$ cat config.mk
export PLATFORM = sky130hd
export DESIGN_NAME = gps_ack_peak_tracker
export DESIGN_NICKNAME = d
export VERILOG_FILES = /design/src/rtl/gps_ack_pkg.sv /design/src/rtl/gps_ack_peak_cell.sv /design/src/rtl/gps_ack_peak_tracker.sv
export SDC_FILE = /design/constraint.sdc
export NUM_CORES = 2
export LEC_CHECK = 0
export CELL_PAD_IN_SITES_DETAIL_PLACEMENT = 0
export CELL_PAD_IN_SITES_GLOBAL_PLACEMENT = 1
export CORE_MARGIN = 4
export CORE_UTILIZATION = 42
export DETAILED_ROUTE_END_ITERATION = 10
export GPL_TIMING_DRIVEN = 0
export PLACE_DENSITY_LB_ADDON = 0.2
export SYNTH_ARGS = -nofsm -noshare
export SYNTH_HDL_FRONTEND = slang
export SYNTH_SLANG_ARGS = --single-unit
$ cat constraint.sdc
create_clock -name clk -period 7.65 [get_ports clk]
set_input_delay 1.9125 -clock clk [delete_from_list [all_inputs] [get_ports clk]]
set_output_delay 1.9125 -clock clk [all_outputs]
set_load 0.01 [all_outputs]
$ cat src/rtl/gps_ack_pkg.sv
// Shared types and helpers for the acquisition peak tracker.
// Provides the result record, the FSM state type and the modulo code-phase distance.
package gps_ack_pkg;

    localparam int PRN_W       = 6;
    localparam int ACK_INT_W   = 16;
    localparam int ACK_PHASE_W = 10;
    localparam int ACK_DOP_W   = 16;

    typedef enum logic {
        ACK_ACCUM = 1'b0,
        ACK_DRAIN = 1'b1
    } ack_state_e;

    typedef struct packed {
        logic [PRN_W-1:0]              sat;
        logic [ACK_PHASE_W-1:0]        phase;
        logic signed [ACK_DOP_W-1:0]   dop;
        logic [ACK_INT_W-1:0]          peak;
        logic [ACK_INT_W-1:0]          second;
        logic                          det;
    } ack_result_t;

    // Circular chip distance; phases 0 and len-1 are one chip apart.
    function automatic int unsigned code_dist(input int unsigned a,
                                              input int unsigned b,
                                              input int unsigned len);
        int unsigned d;
        d = (a > b) ? (a - b) : (b - a);
        return (d > (len - d)) ? (len - d) : d;
    endfunction

endpackage

$ cat src/rtl/gps_ack_peak_cell.sv
// One correlator channel: best/second magnitude search with code-phase exclusion zone.
// The PRN is captured on the first dump of each block.
module gps_ack_peak_cell
    import gps_ack_pkg::*;
#(
    parameter int          INT_W    = 16,
    parameter int          PHASE_W  = 10,
    parameter int          DOP_W    = 16,
    parameter int unsigned CODE_LEN = 1023,
    parameter int unsigned EXCL     = 2
) (
    input  logic               clk,
    input  logic               rst,
    input  logic               clr,
    input  logic               upd,
    input  logic               first,
    input  logic [INT_W-1:0]   v,
    input  logic [PRN_W-1:0]   sat_in,
    input  logic [PHASE_W-1:0] code_phase,
    input  logic [DOP_W-1:0]   doppler,
    output logic [INT_W-1:0]   best,
    output logic [INT_W-1:0]   second,
    output logic [PHASE_W-1:0] phase,
    output logic [DOP_W-1:0]   dop,
    output logic [PRN_W-1:0]   sat
);

    logic [INT_W-1:0]   best_r;
    logic [INT_W-1:0]   second_r;
    logic [PHASE_W-1:0] phase_r;
    logic [DOP_W-1:0]   dop_r;
    logic [PRN_W-1:0]   sat_r;
    logic               far_s;

    // Is this dump outside the exclusion zone around the current best?
    always_comb begin
        far_s = (code_dist(32'(phase_r), 32'(code_phase), CODE_LEN) > EXCL);
    end

    // Peak registers; strict compares so ties keep the earlier dump.
    always_ff @(posedge clk or negedge rst) begin
        if (!rst) begin
            best_r   <= '0;
            second_r <= '0;
            phase_r  <= '0;
            dop_r    <= '0;
            sat_r    <= '0;
        end else if (clr) begin
            best_r   <= '0;
            second_r <= '0;
            phase_r  <= '0;
            dop_r    <= '0;
            sat_r    <= '0;
        end else if (upd) begin
            if (first) begin
                sat_r <= sat_in;
            end
            if (v > best_r) begin
                // An old best next to the new one is the same correlation lobe.
                second_r <= far_s ? best_r : second_r;
                best_r   <= v;
                phase_r  <= code_phase;
                dop_r    <= doppler;
            end else if ((v > second_r) && far_s) begin
                second_r <= v;
            end
        end
    end

    assign best   = best_r;
    assign second = second_r;
    assign phase  = phase_r;
    assign dop    = dop_r;
    assign sat    = sat_r;

endmodule

$ cat src/rtl/gps_ack_peak_tracker.sv
// Parallel acquisition peak tracker: NCH peak cells, block FSM and a valid/ready
// drain that reports one result per channel with side-peak ratio detection.
module gps_ack_peak_tracker
    import gps_ack_pkg::*;
#(
    parameter int          NCH      = 8,
    parameter int          INT_W    = ACK_INT_W,
    parameter int          PHASE_W  = ACK_PHASE_W,
    parameter int          DOP_W    = ACK_DOP_W,
    parameter int unsigned CODE_LEN = 1023,
    parameter int unsigned EXCL     = 2,
    parameter int          RATIO_SH = 1,
    localparam int         CH_W     = $clog2(NCH)
) (
    input  logic                   clk,
    input  logic                   rst,
    input  logic                   corr_valid,
    input  logic [NCH*PRN_W-1:0]   sat_id,
    input  logic [NCH*INT_W-1:0]   integ,
    input  logic [PHASE_W-1:0]     code_phase,
    input  logic [DOP_W-1:0]       doppler,
    input  logic                   block_done,
    input  logic [INT_W-1:0]       thresh,
    output logic                   res_valid,
    input  logic                   res_ready,
    output logic [CH_W-1:0]        res_ch,
    output logic [PRN_W-1:0]       res_sat,
    output logic [PHASE_W-1:0]     res_phase,
    output logic [DOP_W-1:0]       res_dop,
    output logic [INT_W-1:0]       res_peak,
    output logic [INT_W-1:0]       res_second,
    output logic                   res_det,
    output logic                   busy,
    output logic                   overrun
);

    ack_state_e         state_r, state_n;
    logic [CH_W-1:0]    ch_r;
    logic               first_r;
    logic               overrun_r;
    logic               upd_s, clr_s, accept_s, ovr_set_s, last_s;
    logic [INT_W:0]     diff_s, half_s;
    ack_result_t        res_s;

    logic [INT_W-1:0]   best_a   [NCH];
    logic [INT_W-1:0]   second_a [NCH];
    logic [PHASE_W-1:0] phase_a  [NCH];
    logic [DOP_W-1:0]   dop_a    [NCH];
    logic [PRN_W-1:0]   sat_a    [NCH];

    for (genvar g = 0; g < NCH; g++) begin : g_cell
        gps_ack_peak_cell #(
            .INT_W    (INT_W),
            .PHASE_W  (PHASE_W),
            .DOP_W    (DOP_W),
            .CODE_LEN (CODE_LEN),
            .EXCL     (EXCL)
        ) u_cell (
            .clk        (clk),
            .rst        (rst),
            .clr        (clr_s),
            .upd        (upd_s),
            .first      (first_r),
            .v          (integ[g*INT_W +: INT_W]),
            .sat_in     (sat_id[g*PRN_W +: PRN_W]),
            .code_phase (code_phase),
            .doppler    (doppler),
            .best       (best_a[g]),
            .second     (second_a[g]),
            .phase      (phase_a[g]),
            .dop        (dop_a[g]),
            .sat        (sat_a[g])
        );
    end

    assign last_s = (ch_r == CH_W'(NCH - 1));

    // Block state register.
    always_ff @(posedge clk or negedge rst) begin
        if (!rst) begin
            state_r <= ACK_ACCUM;
        end else begin
            state_r <= state_n;
        end
    end

    // Next state and per-cycle controls; a dump coincident with block_done is still taken.
    always_comb begin
        state_n   = state_r;
        upd_s     = 1'b0;
        clr_s     = 1'b0;
        accept_s  = 1'b0;
        ovr_set_s = 1'b0;
        case (state_r)
            ACK_ACCUM: begin
                upd_s = corr_valid;
                if (block_done) begin
                    state_n = ACK_DRAIN;
                end else begin
                    state_n = ACK_ACCUM;
                end
            end
            ACK_DRAIN: begin
                ovr_set_s = corr_valid | block_done;
                accept_s  = res_ready;
                if (res_ready && last_s) begin
                    state_n = ACK_ACCUM;
                    clr_s   = 1'b1;
                end else begin
                    state_n = ACK_DRAIN;
                end
            end
            default: begin
                state_n = ACK_ACCUM;
            end
        endcase
    end

    // Drain channel counter, held at zero while accumulating.
    always_ff @(posedge clk or negedge rst) begin
        if (!rst) begin
            ch_r <= '0;
        end else if (state_r == ACK_ACCUM) begin
            ch_r <= '0;
        end else if (accept_s) begin
            ch_r <= last_s ? '0 : ch_r + CH_W'(1);
        end
    end

    // First-dump flag for PRN capture, re-armed after every completed drain.
    always_ff @(posedge clk or negedge rst) begin
        if (!rst) begin
            first_r <= 1'b1;
        end else if (clr_s) begin
            first_r <= 1'b1;
        end else if (upd_s) begin
            first_r <= 1'b0;
        end
    end

    // Sticky overrun, cleared only by reset.
    always_ff @(posedge clk or negedge rst) begin
        if (!rst) begin
            overrun_r <= 1'b0;
        end else if (ovr_set_s) begin
            overrun_r <= 1'b1;
        end
    end

    // Result mux and detection; payload forced to zero outside DRAIN.
    always_comb begin
        res_s  = '0;
        diff_s = {1'b0, second_a[ch_r]};
        half_s = {1'b0, second_a[ch_r] >> RATIO_SH};
        if (state_r == ACK_DRAIN) begin
            diff_s       = {1'b0, best_a[ch_r]} - {1'b0, second_a[ch_r]};
            res_s.sat    = sat_a[ch_r];
            res_s.phase  = ACK_PHASE_W'(phase_a[ch_r]);
            res_s.dop    = ACK_DOP_W'(dop_a[ch_r]);
            res_s.peak   = ACK_INT_W'(best_a[ch_r]);
            res_s.second = ACK_INT_W'(second_a[ch_r]);
            res_s.det    = (best_a[ch_r] >= thresh) && (diff_s >= half_s);
        end else begin
            res_s = '0;
        end
    end

    assign res_valid  = (state_r == ACK_DRAIN);
    assign busy       = (state_r == ACK_DRAIN);
    assign res_ch     = (state_r == ACK_DRAIN) ? ch_r : '0;
    assign res_sat    = res_s.sat;
    assign res_phase  = PHASE_W'(res_s.phase);
    assign res_dop    = DOP_W'(res_s.dop);
    assign res_peak   = INT_W'(res_s.peak);
    assign res_second = INT_W'(res_s.second);
    assign res_det    = res_s.det;
    assign overrun    = overrun_r;

endmodule

## Yosys cells after proc, flatten, opt, wreduce, memory -nomap -nowiden

Cells that the tools add are included.

| storage, ports and cells | value |
|---|---|
| flip-flop bits (word level) | 518 |
| latch bits | 0 |
| RAM bits | 0 |
| bits in read-only memories | 0 |
| output and inout bits | 71 |
| word-level logic and storage cells | 353 |
| memories | 0 |

| operators by class | value |
|---|---|
| $add $sub $neg | 26 |
| multipliers | 0 |
| divide/modulo/power cells | 0 |
| order comparisons | 43 |
| equality and inequality tests | 10 |
| shift-type cells | 0 |
| mux-type cells | 182 |
| bitwise operators | 3 |
| reductions and logical operators | 45 |

Operators by type and width:

| operator | count |
|---|---|
| $mux 16 | 94 |
| $mux 32 | 16 |
| $mux 10 | 26 |
| $gt 16x16->1 | 16 |
| $gt 32x2->1 const B | 8 |
| $gt 32x32->1 | 8 |
| $sub 10x32->32 const A | 8 |
| $sub 10x10->11 | 16 |
| $mux 6 | 26 |
| $bmux 16 s3 | 3 |
| $gt 10x10->1 | 8 |
| $mux 65 | 1 |
| $bmux 10 s3 | 1 |
| $ne 3x2->1 const B | 8 |
| $reduce_and 3->1 | 8 |
| $reduce_bool 3->1 | 8 |
| $reduce_bool 2->1 | 10 |
| $bmux 6 s3 | 1 |
| $reduce_and 2->1 | 9 |
| $ge 17x15->1 | 1 |
| $sub 16x16->17 | 1 |
| $ge 16x16->1 | 1 |
| $mux 3 | 4 |
| $logic_and 1x1->1 | 10 |
| 9 further kinds | 17 |

## Longest topological paths before layout

| depth | value |
|---|---|
| depth after elaboration | 11 |
| mapped depth | 28 |

## Modules after synthesis

A second synthesis with hierarchy kept.

| unflattened totals | value |
|---|---|
| cells, all modules | 5203 |
| area total of the unflattened synthesis | 45891.5 um^2 |

By module, submodules not included:

| module | instances | cells each | area each (um^2) |
|---|---|---|---|
| gps_ack_peak_cell at g_cell[1].u_cell ... | 7 | 586 | 5007.3 |
| gps_ack_peak_tracker | 1 | 522 | 5943.2 |
| gps_ack_peak_cell at g_cell[0].u_cell | 1 | 579 | 4897.2 |

## Worst setup path after synthesis

OpenSTA, ideal clock, no wires.

| path | value |
|---|---|
| path kind | flip-flop to output port |
| start | register ch_r[1] |
| end | output res_det |
| data arrival time | 5570 ps |
| data required time | 5738 ps |
| path slack | 167 ps |
| cell stages (with the launch flop) | 29 |
| buffers on the path | 3 |
| cells stage by stage | dfrtp_1 clkbuf_1 buf_1 clkbuf_1 mux4_2 mux2_2 ha_1 fa_1 nor2b_1 o21ai_0 a21boi_0 o21ai_0 a21boi_0 o21ai_0 nand2b_1 a21o_1 a21oi_1 xnor2_1 ha_1 a21o_1 a21oi_1 nor2b_1 o21ai_0 nand2b_1 a221oi_1 o21ai_0 a211o_1 a31o_2 o2111a_1 |

| on the way | value |
|---|---|
| cells in the longest elaborated chain, start to end | 8 |

Ends and longest elaborated chain:

| element | line | text |
|---|---|---|
| start, declared | gps_ack_peak_tracker.sv:38 | `logic [CH_W-1:0] ch_r;` |
| start signal, assigned | gps_ack_peak_tracker.sv:126 | `ch_r <= last_s ? '0 : ch_r + CH_W'(1);` |
| $not 3->4 (not written as such) (*) | gps_ack_peak_tracker.sv:154, gps_ack_peak_tracker.sv:156, gps_ack_peak_tracker.sv:162 |  |
| $bmux 16 s3, on equally long branches | gps_ack_peak_tracker.sv:156, gps_ack_peak_tracker.sv:162, gps_ack_peak_tracker.sv:154 |  |
| $mux 16, on equally long branches (2 in series) | gps_ack_peak_tracker.sv:156, gps_ack_peak_tracker.sv:162, gps_ack_peak_tracker.sv:154 |  |
| $sub 16x16->17 | gps_ack_peak_tracker.sv:156 | `diff_s = {1'b0, best_a[ch_r]} - {1'b0, second_a[ch_r]};` |
| $ge 17x15->1 | gps_ack_peak_tracker.sv:162 | `res_s.det = (best_a[ch_r] >= thresh) && (diff_s >= half_s);` |
| $logic_and 1x1->1 (*) | gps_ack_peak_tracker.sv:162 |  |
| $mux 65 (*) | gps_ack_peak_tracker.sv:155 | `if (state_r == ACK_DRAIN) begin` |
| end, declared | gps_ack_peak_tracker.sv:32 | `output logic res_det,` |

Mark *: on every way between the ends. The rest lies on a longest branch, timed or not. The select of a mux whose other input is x is not followed.

## Worst setup path after layout

| path | value |
|---|---|
| start | register ch_r[0] |
| end | output res_det |

The elaborated chain is that of the path after synthesis.

==> results.sh <==
export IMPL_drive_above_1_share=0.0864
export IMPL_hold_viol_final=0
export IMPL_final_cell_mix="711 x nand2_1, 515 x dfrtp_1, 462 x ha_1"
export IMPL_cp_arrival_ps=5990
export IMPL_clock_sinks=518
export IMPL_multi_input_area_mm2=0.0266
export IMPL_avgSynthCellArea_um2=8.92
export IMPL_place_congestion=0.954
export IMPL_post_route_period_util=1.03
export IMPL_final_common_cell="nand2_1"
export IMPL_numCtsBuffers=61
export IMPL_routed_wl_um=167000
export IMPL_internal_power_mw=11.5
export IMPL_clock_fmax_mhz=127
export IMPL_yosys_most_used_dff="dfrtp_1"
export IMPL_hp_start="overrun"
export IMPL_min_period_ps=7900
export IMPL_p_leak_nw=22.5
export IMPL_cts_root_buf="clkbuf_16"
export IMPL_grt_max_degree=111
export IMPL_clock_path_buffers=3
export IMPL_die_area_mm2=0.105
export IMPL_rrSetupSlack_ps=3150
export IMPL_syn_area_mm2=0.0421
export IMPL_seq_area_frac_synth=0.308
export IMPL_power_share_clock=0.152
export IMPL_area_growth_pct=17.5
export IMPL_status="finished, violations left"
export IMPL_coreArea_mm2=0.0990
export IMPL_skew_ps=35.9
export IMPL_wl_per_cell_um=25.9
export IMPL_r2r_cells=12
export IMPL_failed_checks="setup timing"
export IMPL_io_buffers=277
export IMPL_pin_count=294
export IMPL_ys_ff_latch=518
export IMPL_drc=0
export IMPL_worst_setup_path_start_kind="register"
export IMPL_slew_headroom=0.0988
export IMPL_power_switching_mw=9.53
export IMPL_cp_max_fo=7
export IMPL_yosys_warnings=0
export IMPL_grt_pass1_wl_um=246000
export IMPL_grt_pass1_vias=37200
export IMPL_hold_class="reg -> reg"
export IMPL_startpoint="ch_r[0]"
export IMPL_die_height_um=325
export IMPL_grt_antenna_before_repair=11
export IMPL_rsz0062_at_grt="true"
export IMPL_finalWorstSetupSlack_ps=-250
export IMPL_comb_power_share=0.618
export IMPL_antenna_left=0
export IMPL_viasPerCell=5.90
export IMPL_total_power_mw=21.0
export IMPL_max_cap_violations=0
export IMPL_timing_rr_start="g_cell[4].u_cell.phase[5]"
export IMPL_setup_viol=1
export IMPL_synth_fp_nets=5431
export IMPL_cp_end_kind="primary output"
export IMPL_clk_latency_ps=670
export IMPL_grt_overflow_total=0
export IMPL_finalNetCount=5805
export IMPL_cts_tree="built"
export IMPL_syn_inst=4726
export IMPL_whs_endpoint="overrun"
export IMPL_grt_total_usage=0.307
export IMPL_clkTransAtPathRegs_ps=60
export IMPL_dpl_cell_count=6295
export IMPL_h_tree_depth=2
export IMPL_finalMaxSlewViolations=0
export IMPL_rows=115
export IMPL_synth_edff_count=0
export IMPL_drt_iter0_drc=3873
export IMPL_whs_path_depth=1
export IMPL_peakVddDrop_mv=0.441
export IMPL_initial_core_util=0.426
export IMPL_seqPwrFrac=0.229
export IMPL_hpwl_um=130000
export IMPL_fp_dieW_um=325
export IMPL_num_vias=38000
export IMPL_synth_cell_type_count=103
export IMPL_cts_hold_buffers=0
export IMPL_crit_type="reg -> out"
export IMPL_r2r_end="g_cell[4].u_cell.second[12]"
export IMPL_tightestPinTransition_ps=1350
export IMPL_switching_share=0.453
export IMPL_final_cell_count_no_fill=6443
export IMPL_firstDrtPassIters=6
export IMPL_synthArstFlopShare=1.00
export IMPL_cp_required_ps=5740
export IMPL_p_per_area_mw_per_mm2=425
export IMPL_fill_cells=9415
export IMPL_regArea_mm2=0.0130
-- stage by stage --
stage | util | TNS [ps] | instance area [um^2] | setup slack, ps | hold slack, ps
after floorplan | - | 0 | 42100 | 167 | 461
after global placement | 0.470 | - | 46500 | -20240 | 454
after detailed placement | 0.471 | -88280 | 46700 | -2290 | 456
after CTS | 0.499 | -264 | 49400 | -264 | 476
after global routing | 0.500 | -447 | 49500 | -447 | 502
final | 0.500 | -250 | 49500 | -250 | 469
-- flip-flops by register name (all words and copies together), names as in the netlist --
| name | cells |
|---|---|
| busy | 1 |
| ch_r | 3 |
| first_r | 1 |
| g_cell.u_cell.best | 128 |
| g_cell.u_cell.dop | 128 |
| g_cell.u_cell.phase | 80 |
| g_cell.u_cell.sat | 48 |
| g_cell.u_cell.second | 128 |
| overrun | 1 |
-- logic make-up (layout without fill, tap and decap cells) --
logic type / after synthesis / after routing / synth area share
AOI/OAI and AO/OA: 1168 / 1168 / 0.177
xor gates and xnor gates: 50 / 50 / 0.0104
adders and majority gates: 482 / 482 / 0.146
buffers and inverters: 693 / 1118 / 0.0662
DFF: 518 / 518 / 0.308
muxes: 444 / 444 / 0.144
other: 0 / 5 / 0
and+or+nand+nor: 1371 / 1371 / 0.149
-- synth_stat cells, types with 8 or more instances --
cell	count	area [um^2]
a211oi_1	61	458
ha_1	465	5820
and2_1	28	175
a22o_1	25	219
nor2b_1	119	744
a21boi_1	9	67.6
clkbuf_1	201	754
xnor2_1	30	263
buf_2	33	165
o22ai_1	8	50.1
nor2_1	211	792
fa_1	17	340
a22oi_1	11	82.6
o21bai_1	15	113
nand4_1	65	407
a211o_1	11	96.3
nor3_1	42	210
nor3b_1	11	82.6
a31oi_1	22	138
a21oi_1	430	2150
o211ai_1	26	195
mux4_2	128	2880
buf_6	13	146
or3_1	11	68.8
dfrtp_1	517	12900
xor2_1	20	175
nand2_1	714	2680
nand3_1	56	280
buf_1	28	105
nor4_1	11	68.8
a21boi_0	13	97.6
nand2b_1	36	225
o31ai_1	84	631
buf_4	9	67.6
mux2i_1	306	3060
o21ai_0	199	996
a21o_1	98	736
inv_1	403	1510
and3_1	15	93.8
a221o_1	8	80.1
o21a_1	58	435
-- worst max-delay path, cell delays in order (launching register included) --
cell and delay, ps:
dfrtp_2 480, buf_12 170, buf_4 110, mux4_2 550, mux2i_4 280, buf_6 150, ha_4 190, nor2b_1 130
o21ai_2 160, a21boi_2 80, o21a_1 210, o21ai_2 150, a21oi_2 90, o31a_1 290, o21a_1 190, nor2_1 120
xnor2_1 150, ha_1 270, a21oi_1 160, nor2b_1 60, o21ai_1 120, nand2b_1 70, a221oi_2 240, o21ai_1 140
a211o_1 240, a31o_2 210, o2111a_1 150, buf_6 130
-- power by group through the flow --
stage	clock [mW]	sequential [mW]	combinational (mW)
CTS	3.23	4.78	12.7
detailed placement	0	4.81	12.0
global placement	0	4.80	11.9
finish	3.20	4.82	13.0
floorplan	0	4.30	8.30
global route	3.33	4.91	14.3
-- metal layers --
layer	track usage	wire length, um	vias to the layer above
li1	-	-	17500
met1	0.418	71300	18800
met2	0.490	75700	1432
met3	0.0546	12700	294
met4	0.112	7000	4
met5	0	21	-
-- worst max-delay path by stage --
stage	endpoint	slack, ps	cells after the start
3_5_place_dp	res_det	-2290	28
2_1_floorplan	res_det	170	28
6_report	res_det	-250	27
5_1_grt	res_det	-450	27
3_3_place_gp	g_cell[0].u_cell.dop[4]	-20240	1
4_1_cts	res_det	-260	26
-- timing repair --
item                       CTS  global route
buffers inserted            28             3
setup endpoints to repair   59            18
resized for setup          125            22
pin swaps                   25             8
-- cell type report --
type                    count  share of cell area
inverters                 404              0.0306
diodes                      5            0.000253
flip-flops and latches    518               0.262
repair buffers            313              0.0639
multi-input cells        3515               0.537
clock buffers              86              0.0366
plain buffers             287              0.0297
well taps                1287              0.0325
clock inverters            28             0.00740
Power figures use the tool's default switching activity.
